$ cat config.mk
export PLATFORM = sky130hd
export DESIGN_NAME = deserializer_flat
export DESIGN_NICKNAME = d
export VERILOG_FILES = /design/src/rtl/deserializer_if.sv /design/src/rtl/deserializer.sv /design/src/flat_wrapper.sv
export SDC_FILE = /design/constraint.sdc
export NUM_CORES = 1
export LEC_CHECK = 0
export BUFFER_PORTS_ARGS = -buffer_cell sky130_fd_sc_hd__buf_4
export CAP_MARGIN = 25
export CORE_ASPECT_RATIO = 0.8
export CORE_UTILIZATION = 40
export CTS_CLUSTER_DIAMETER = 50
export CTS_CLUSTER_SIZE = 12
export DETAILED_ROUTE_END_ITERATION = 10
export PLACE_DENSITY = 0.6
export SLEW_MARGIN = 20
export SYNTH_ARGS = -nofsm -noshare
export SYNTH_HDL_FRONTEND = slang
export SYNTH_SLANG_ARGS = --single-unit
$ cat constraint.sdc
create_clock -name clk_i -period 6.85 [get_ports clk_i]
set_input_delay 0.3425 -clock clk_i [delete_from_list [all_inputs] [get_ports clk_i]]
set_output_delay 0.3425 -clock clk_i [all_outputs]
set_load 0.03 [all_outputs]
$ cat src/rtl/deserializer_if.sv
// Handshake bundle between the serial link, the deserializer and its parallel consumer.
// The slave modport is the deserializer side; the master modport is the driver/consumer side.
interface deserializer_if #(
   parameter int unsigned DATA_W = 16
);
   logic              ser_data;
   logic              ser_data_val;
   logic [DATA_W-1:0] deser_data;
   logic              deser_data_val;
   logic              deser_data_ready;
   logic              overflow;

   modport master (
      output ser_data, ser_data_val, deser_data_ready,
      input  deser_data, deser_data_val, overflow
   );

   modport slave (
      input  ser_data, ser_data_val, deser_data_ready,
      output deser_data, deser_data_val, overflow
   );
endinterface

$ cat src/rtl/deserializer.sv
// MSB-first serial-to-parallel receiver with a 2-entry output buffer.
// The buffer is a head/tail register pair, so the head word drives the output straight from a flop.
module deserializer #(
   parameter int unsigned DATA_W = 16
) (
   input logic             clk_i,
   input logic             arst_n_i,
   deserializer_if.slave   bus_io
);

   localparam int unsigned CntW = $clog2(DATA_W);
   localparam logic [CntW-1:0] LastCnt = CntW'(DATA_W - 1);

   logic [DATA_W-2:0] shift_q, shift_d;
   logic [CntW-1:0]   bit_cnt_q, bit_cnt_d;
   logic [DATA_W-1:0] head_q, head_d;
   logic [DATA_W-1:0] tail_q, tail_d;
   logic [1:0]        count_q, count_d;
   logic              ovf_q, ovf_d;

   logic [DATA_W-1:0] word;
   logic              push;
   logic              pop;

   always_comb begin
      word      = {shift_q, bus_io.ser_data};
      push      = bus_io.ser_data_val && (bit_cnt_q == LastCnt);
      pop       = (count_q != 2'd0) && bus_io.deser_data_ready;
      shift_d   = shift_q;
      bit_cnt_d = bit_cnt_q;
      head_d    = head_q;
      tail_d    = tail_q;
      count_d   = count_q;
      ovf_d     = ovf_q;

      if (bus_io.ser_data_val) begin
         shift_d   = word[DATA_W-2:0];
         bit_cnt_d = push ? '0 : bit_cnt_q + 1'b1;
      end

      case ({push, pop})
         2'b11: begin
            // Simultaneous pop frees a slot, so a full buffer still accepts the word.
            if (count_q == 2'd2) begin
               head_d = tail_q;
               tail_d = word;
            end else begin
               head_d = word;
            end
         end
         2'b01: begin
            if (count_q == 2'd2) head_d = tail_q;
            count_d = count_q - 2'd1;
         end
         2'b10: begin
            case (count_q)
               2'd0: begin
                  head_d  = word;
                  count_d = 2'd1;
               end
               2'd1: begin
                  tail_d  = word;
                  count_d = 2'd2;
               end
               default: ovf_d = 1'b1;
            endcase
         end
         default: ;
      endcase
   end

   always_ff @(posedge clk_i or negedge arst_n_i) begin
      if (!arst_n_i) begin
         shift_q   <= '0;
         bit_cnt_q <= '0;
         head_q    <= '0;
         tail_q    <= '0;
         count_q   <= 2'd0;
         ovf_q     <= 1'b0;
      end else begin
         shift_q   <= shift_d;
         bit_cnt_q <= bit_cnt_d;
         head_q    <= head_d;
         tail_q    <= tail_d;
         count_q   <= count_d;
         ovf_q     <= ovf_d;
      end
   end

   assign bus_io.deser_data     = head_q;
   assign bus_io.deser_data_val = (count_q != 2'd0);
   assign bus_io.overflow       = ovf_q;

endmodule

$ cat src/flat_wrapper.sv
// flat-port wrapper written by rule: the top's interface ports become plain ports
module deserializer_flat 
#(
   parameter int unsigned DATA_W = 16
)
  (clk_i, arst_n_i, bus_io_ser_data, bus_io_ser_data_val, bus_io_deser_data_ready, bus_io_deser_data, bus_io_deser_data_val, bus_io_overflow);
  deserializer_if #(.DATA_W(DATA_W)) bus_io_i ();
  input logic clk_i;
  input logic arst_n_i;
  input wire logic [$bits(bus_io_i.ser_data)-1:0] bus_io_ser_data;
  input wire logic [$bits(bus_io_i.ser_data_val)-1:0] bus_io_ser_data_val;
  input wire logic [$bits(bus_io_i.deser_data_ready)-1:0] bus_io_deser_data_ready;
  output wire logic [$bits(bus_io_i.deser_data)-1:0] bus_io_deser_data;
  output wire logic [$bits(bus_io_i.deser_data_val)-1:0] bus_io_deser_data_val;
  output wire logic [$bits(bus_io_i.overflow)-1:0] bus_io_overflow;
  assign bus_io_i.ser_data = bus_io_ser_data;
  assign bus_io_i.ser_data_val = bus_io_ser_data_val;
  assign bus_io_i.deser_data_ready = bus_io_deser_data_ready;
  assign bus_io_deser_data = bus_io_i.deser_data;
  assign bus_io_deser_data_val = bus_io_i.deser_data_val;
  assign bus_io_overflow = bus_io_i.overflow;
  deserializer #(.DATA_W(DATA_W)) u_core (.clk_i(clk_i), .arst_n_i(arst_n_i), .bus_io(bus_io_i));
endmodule
## Word-level counts from Yosys, hierarchy flattened

Cells that the tools add are included.
W data, S select, Z words.

- Bits of input ports: 5
- Word-level logic and storage cells: 42
- Output and inout port bits: 18
- Flip-flop bits (word level): 54

- Reduce and logical (&&, ||, !) cells: 12
- Add/subtract/negate cells: 2
- Equality and inequality tests: 11
- Muxes and demuxes: 10
- Bitwise operators: 1

Operators with widths:

| kind | count |
|---|---|
| $mux W16 | 5 |
| $pmux W16 S3 | 1 |
| $pmux W16 S2 | 1 |
| $ne A2 B1 Y1 const B | 4 |
| $pmux W2 S2 | 2 |
| $eq A2 B2 Y1 const B | 3 |
| $reduce_and A3 Y1 | 2 |
| $reduce_bool A2 Y1 | 3 |
| $add A4 B1 Y4 const B | 1 |
| $eq A2 B1 Y1 const B | 2 |
| $eq A4 B4 Y1 const B | 1 |
| $mux W4 | 1 |
| $reduce_and A2 Y1 | 2 |
| $ne A3 B1 Y1 const B | 1 |
| $reduce_bool A3 Y1 | 1 |
| $logic_and A1 B1 Y1 | 2 |
| $logic_not A2 Y1 | 1 |
| $reduce_or A2 Y1 | 1 |
| $sub A2 B1 Y2 const B | 1 |
| $not A1 Y1 | 1 |

## Logic depth before layout (Yosys ltp)

- Word-level depth: 5
- Mapped depth: 9
- Mapped depth without buffers: 8

## Worst setup path after synthesis

Ideal clock, no wire load.

- Kind: register -> register
- Start point: register u_core.count_q[0]
- End point: register u_core.head_q[10] (netlist: u_core.bus_io.deser_data[10])
- Library setup time: 0.125 ns
- Path buffers: 1
- Required time: 6.725 ns
- Data arrival time: 2.115 ns
- Cell stages (with the launch flop): 10
- Period minus slack after synthesis: 2.240 ns
- Slack: 4.610 ns
- Cells stage by stage: dfrtp_1 inv_1 ha_1 nor2b_1 inv_1 ha_1 nor2b_1 nor3_4 buf_6 mux2_2

- Longest elaborated chain between the ends: 5
- Elaborated cells between the ends (all ways): 13
- Classes of those cells: 6 x eq/ne; 2 x mux; 5 x reduce/logical

Ends and longest elaborated chain:

| what | RTL line | source |
|---|---|---|
| start, declared | deserializer.sv:18 | `logic [1:0] count_q, count_d;` |
| start signal, assigned | deserializer.sv:85 | `count_q <= count_d;` |
| $reduce_bool A2 Y1 | deserializer.sv:28 | `pop = (count_q != 2'd0) && bus_io.deser_data_ready;` |
| $logic_and A1 B1 Y1 | deserializer.sv:28 |  |
| $eq A2 B2 Y1 or $eq A2 B1 Y1 (tied branches) | deserializer.sv:41 | `case ({push, pop})` |
| $ne A2 B1 Y1 (no line) or $reduce_bool A3 Y1 (tied branches) | - |  |
| $reduce_and A3 Y1 (no line) | - |  |
| end signal, assigned | deserializer.sv:76 | `head_q <= '0;` |
| end signal, assigned | deserializer.sv:83 | `head_q <= head_d;` |
| end, declared | deserializer.sv:16 | `logic [DATA_W-1:0] head_q, head_d;` |

Several ways; a longest one is shown, not always the timed one.
A chain may end at the register's enable or synchronous reset.

## Worst setup path in the final report

- Start point: register u_core.count_q[0]
- End point: register u_core.head_q[9] (netlist: u_core.bus_io.deser_data[9])

The elaborated chain is that of the path after synthesis.

==> key figures <==
Min path
  • Hold crit path type: in -> async

Logic synthesis
  • Syn nets: 214
  • Post-synth top area cell: dfrtp_1
  • Primary FF master, synth: dfrtp_1
  • Mean Syn Cell Area: approximately 14 um2
  • Count leader, synth: dfrtp_1
  • EDFF count, synth: 0
  • Post-synthesis sequential area ratio: 0.495
  • Synth Warn #: 0
  • Ys async rst share: 1.00
  • Yosys cell types: 23
  • Synth area leaders: dfrtp_1, mux2_2, mux2i_1
  • Mapped Cells: 201
  • Cell area after synthesis: 2730 um2
  • Synth cell count leaders: dfrtp_1, mux2_2, mux2i_1
  • Synth Register Bits: 54
  • Top-area cell type share of the netlist area: 0.495

Route
  • ANT nets after route: 0
  • Pre-Repair DR Iteration Count: 4
  • Wire length per cell: ~16 um
  • Via Count: 1598
  • # DRC: 0
  • Initial DRC count: 60
  • DRT Wirelength: 4.91 mm
  • Via-to-Cell Ratio: 5.29

Global route
  • Grt met3 use: 0.0329
  • Largest net degree at the start of global routing: 55
  • Grt ovf: 0
  • Initial antenna violation count: 0
  • GRT Total Usage: 0.151
  • GRT Max-Usage Layer: met2
  • Met1 usage in global routing: 0.211
  • Number of global-route vias before repair: 1563
  • Global-route wire length before repair: 8.07 mm
  • GRT met2 Usage: 0.238

Power
  • Max VDD drop: 0.169 mV
  • Pleak: 1.36 nW
  • PwrDens: between 400 and 500 nW/um2

Clock tree
  • Clk_lat worst skew: approximately 0.3 ns
  • Clock-pin transition on the worst setup and hold timing paths: ~0.1 ns
  • CTS root buffer: clkbuf_8
  • Clk buf depth: 2
  • CTS tree: done
  • CTS Buf Count: 5
  • Hold-fix buffers, CTS: 0
  • Clock Sinks: 54
  • Number of setup buffers added after CTS: 0
  • CTS H-tree depth: 2
  • # resized after CTS: 0

Placed design
  • # port buffers: 22
  • Placed inst area: 2940 um2
  • Detailed placement HPWL: 2.99 mm
  • GPL Wtd Cong: roughly 0.72

STA
  • RSZ-0062 raised after global routing: false
  • Max-slew violations: 0
  • Fin crit share: 0.476
  • Relative slew margins: 0.320
  • Final TNS setup: 0 ns
  • Highest clock rate: 307 MHz
  • # setup viols final: 0
  • Final hold slack: between 0.07 and 0.08 ns
  • Fin crit period: 3.26 ns
  • Worst Skew: about 0.0057 ns
  • Endpoints failing hold: 0
  • Least-Margin Pin Slew: slightly above 1 ns

Worst setup path
  • Startpoint Class: register
  • Worst Path Arrival: 3.45 ns
  • Req. time, crit path: 7.04 ns
  • Worst Path Class, Setup: reg -> reg
  • CP Capture Type: register
  • Peak fanout along the critical path: 23

Finish
  • ANT cells: 0
  • Finished Core Util: 0.468
  • Post-layout nets: 232
  • Share of layout cells above drive strength 1: 0.362
  • Final Cell Area: around 3000 um2
  • Syn-to-layout area delta: 11.1%

Floorplanning
  • Die area: 7160 um2
  • Num rows: 26
  • Die Y: 75.9 um
  • Initial Util: 0.422
  • Core area: 6470 um2
  • Top Ports: 23
  • Die width: 94.3 um

Job
  • Max cap viols: 0

Status
  • Status: finished clean
cells by family (layout without fill, tap and decap cells):
family / Yosys count / after routing / synth area share
muxes: 82 / 82 / 0.337
and+or+nand+nor: 11 / 11 / 0.0261
xor gates and xnor gates: 1 / 1 / 0.00321
adders and majority gates: 8 / 8 / 0.0367
buffers and inverters: 18 / 35 / 0.0344
AOI/OAI and AO/OA: 27 / 27 / 0.0674
DFF: 54 / 54 / 0.495
flip-flops by register name, indices dropped and copies added, names as in the netlist:
register                  flops
u_core.shift_q               15
u_core.bit_cnt_q              4
u_core.tail_q                16
u_core.bus_io.overflow        1
u_core.bus_io.deser_data     16
u_core.count_q                2
placed cells by master, fill, tap and decap left out, types with 2 or more instances in the layout:
cell type / netlist / final
nor2b_1: 3 / 3
clkbuf_8: 0 / 6
inv_1: 6 / 6
mux2i_1: 33 / 33
a22oi_1: 16 / 16
buf_4: 0 / 22
nand2_1: 3 / 3
mux2_4: 10 / 10
o21ai_0: 4 / 4
ha_1: 8 / 8
a21oi_1: 4 / 4
dfrtp_1: 54 / 54
mux2_2: 38 / 38
a21o_1: 2 / 2
report_power, final:
group / internal (W) / switching [W] / total (W) / leakage, nW
Combinational: 0.000292 / 0.000287 / 0.000579 / 0.633
Clock: 0.0000784 / 0.000102 / 0.000180 / 0.0431
Sequential: 0.000448 / 0.000105 / 0.000553 / 0.683
per-stage QoR:
stage | setup slack, ns | total power (W) | cells
2_1_floorplan | 4.61 | 0.000982 | 201
3_3_place_gp | 3.57 | 0.00113 | 295
3_5_place_dp | 3.57 | 0.00114 | 295
4_1_cts | 3.54 | 0.00132 | 301
5_1_grt | 3.33 | 0.00141 | 302
6_report | 3.59 | 0.00131 | 302
worst max-delay path, stage by stage (launching register included):
cell	delay (ns)
dfrtp_1	0.38
inv_1	0.08
ha_1	0.24
nor2b_1	0.30
inv_1	0.12
ha_1	0.53
nor2b_1	0.33
nor3_4	0.75
mux2_2	0.42
cell type report:
class / count / area, um2
inverter: 6 / 22.5
timing repair buffer: 23 / 180
sequential: 54 / 1350
clock buffer: 6 / 82.6
fill: 584 / 3440
multi-input combinational: 129 / 1290
tap: 84 / 105
metal layers:
metal,routed length (um),vias up
met5,0,-
met4,50,0
met3,146,5
met2,2140,24
met1,2570,809
li1,-,760
path summary, 6_finish.rpt:
kind	start	to	slack (ns)	cells after the start
worst max-delay path	u_core.count_q[0]	u_core.bus_io.deser_data[9]	3.59	8
worst min-delay path	arst_n_i	u_core.bit_cnt_q[2]	0.07	1
worst max register to register	u_core.count_q[0]	u_core.bus_io.deser_data[9]	3.59	8
worst min register to register	u_core.bus_io.overflow	u_core.bus_io.overflow	0.47	1
max in group asynchronous	arst_n_i	u_core.bus_io.deser_data[0]	6.31	1
min in group clk_i	bus_io_ser_data	u_core.tail_q[0]	0.30	2
Note: power is estimated with default switching activity, not from simulation.
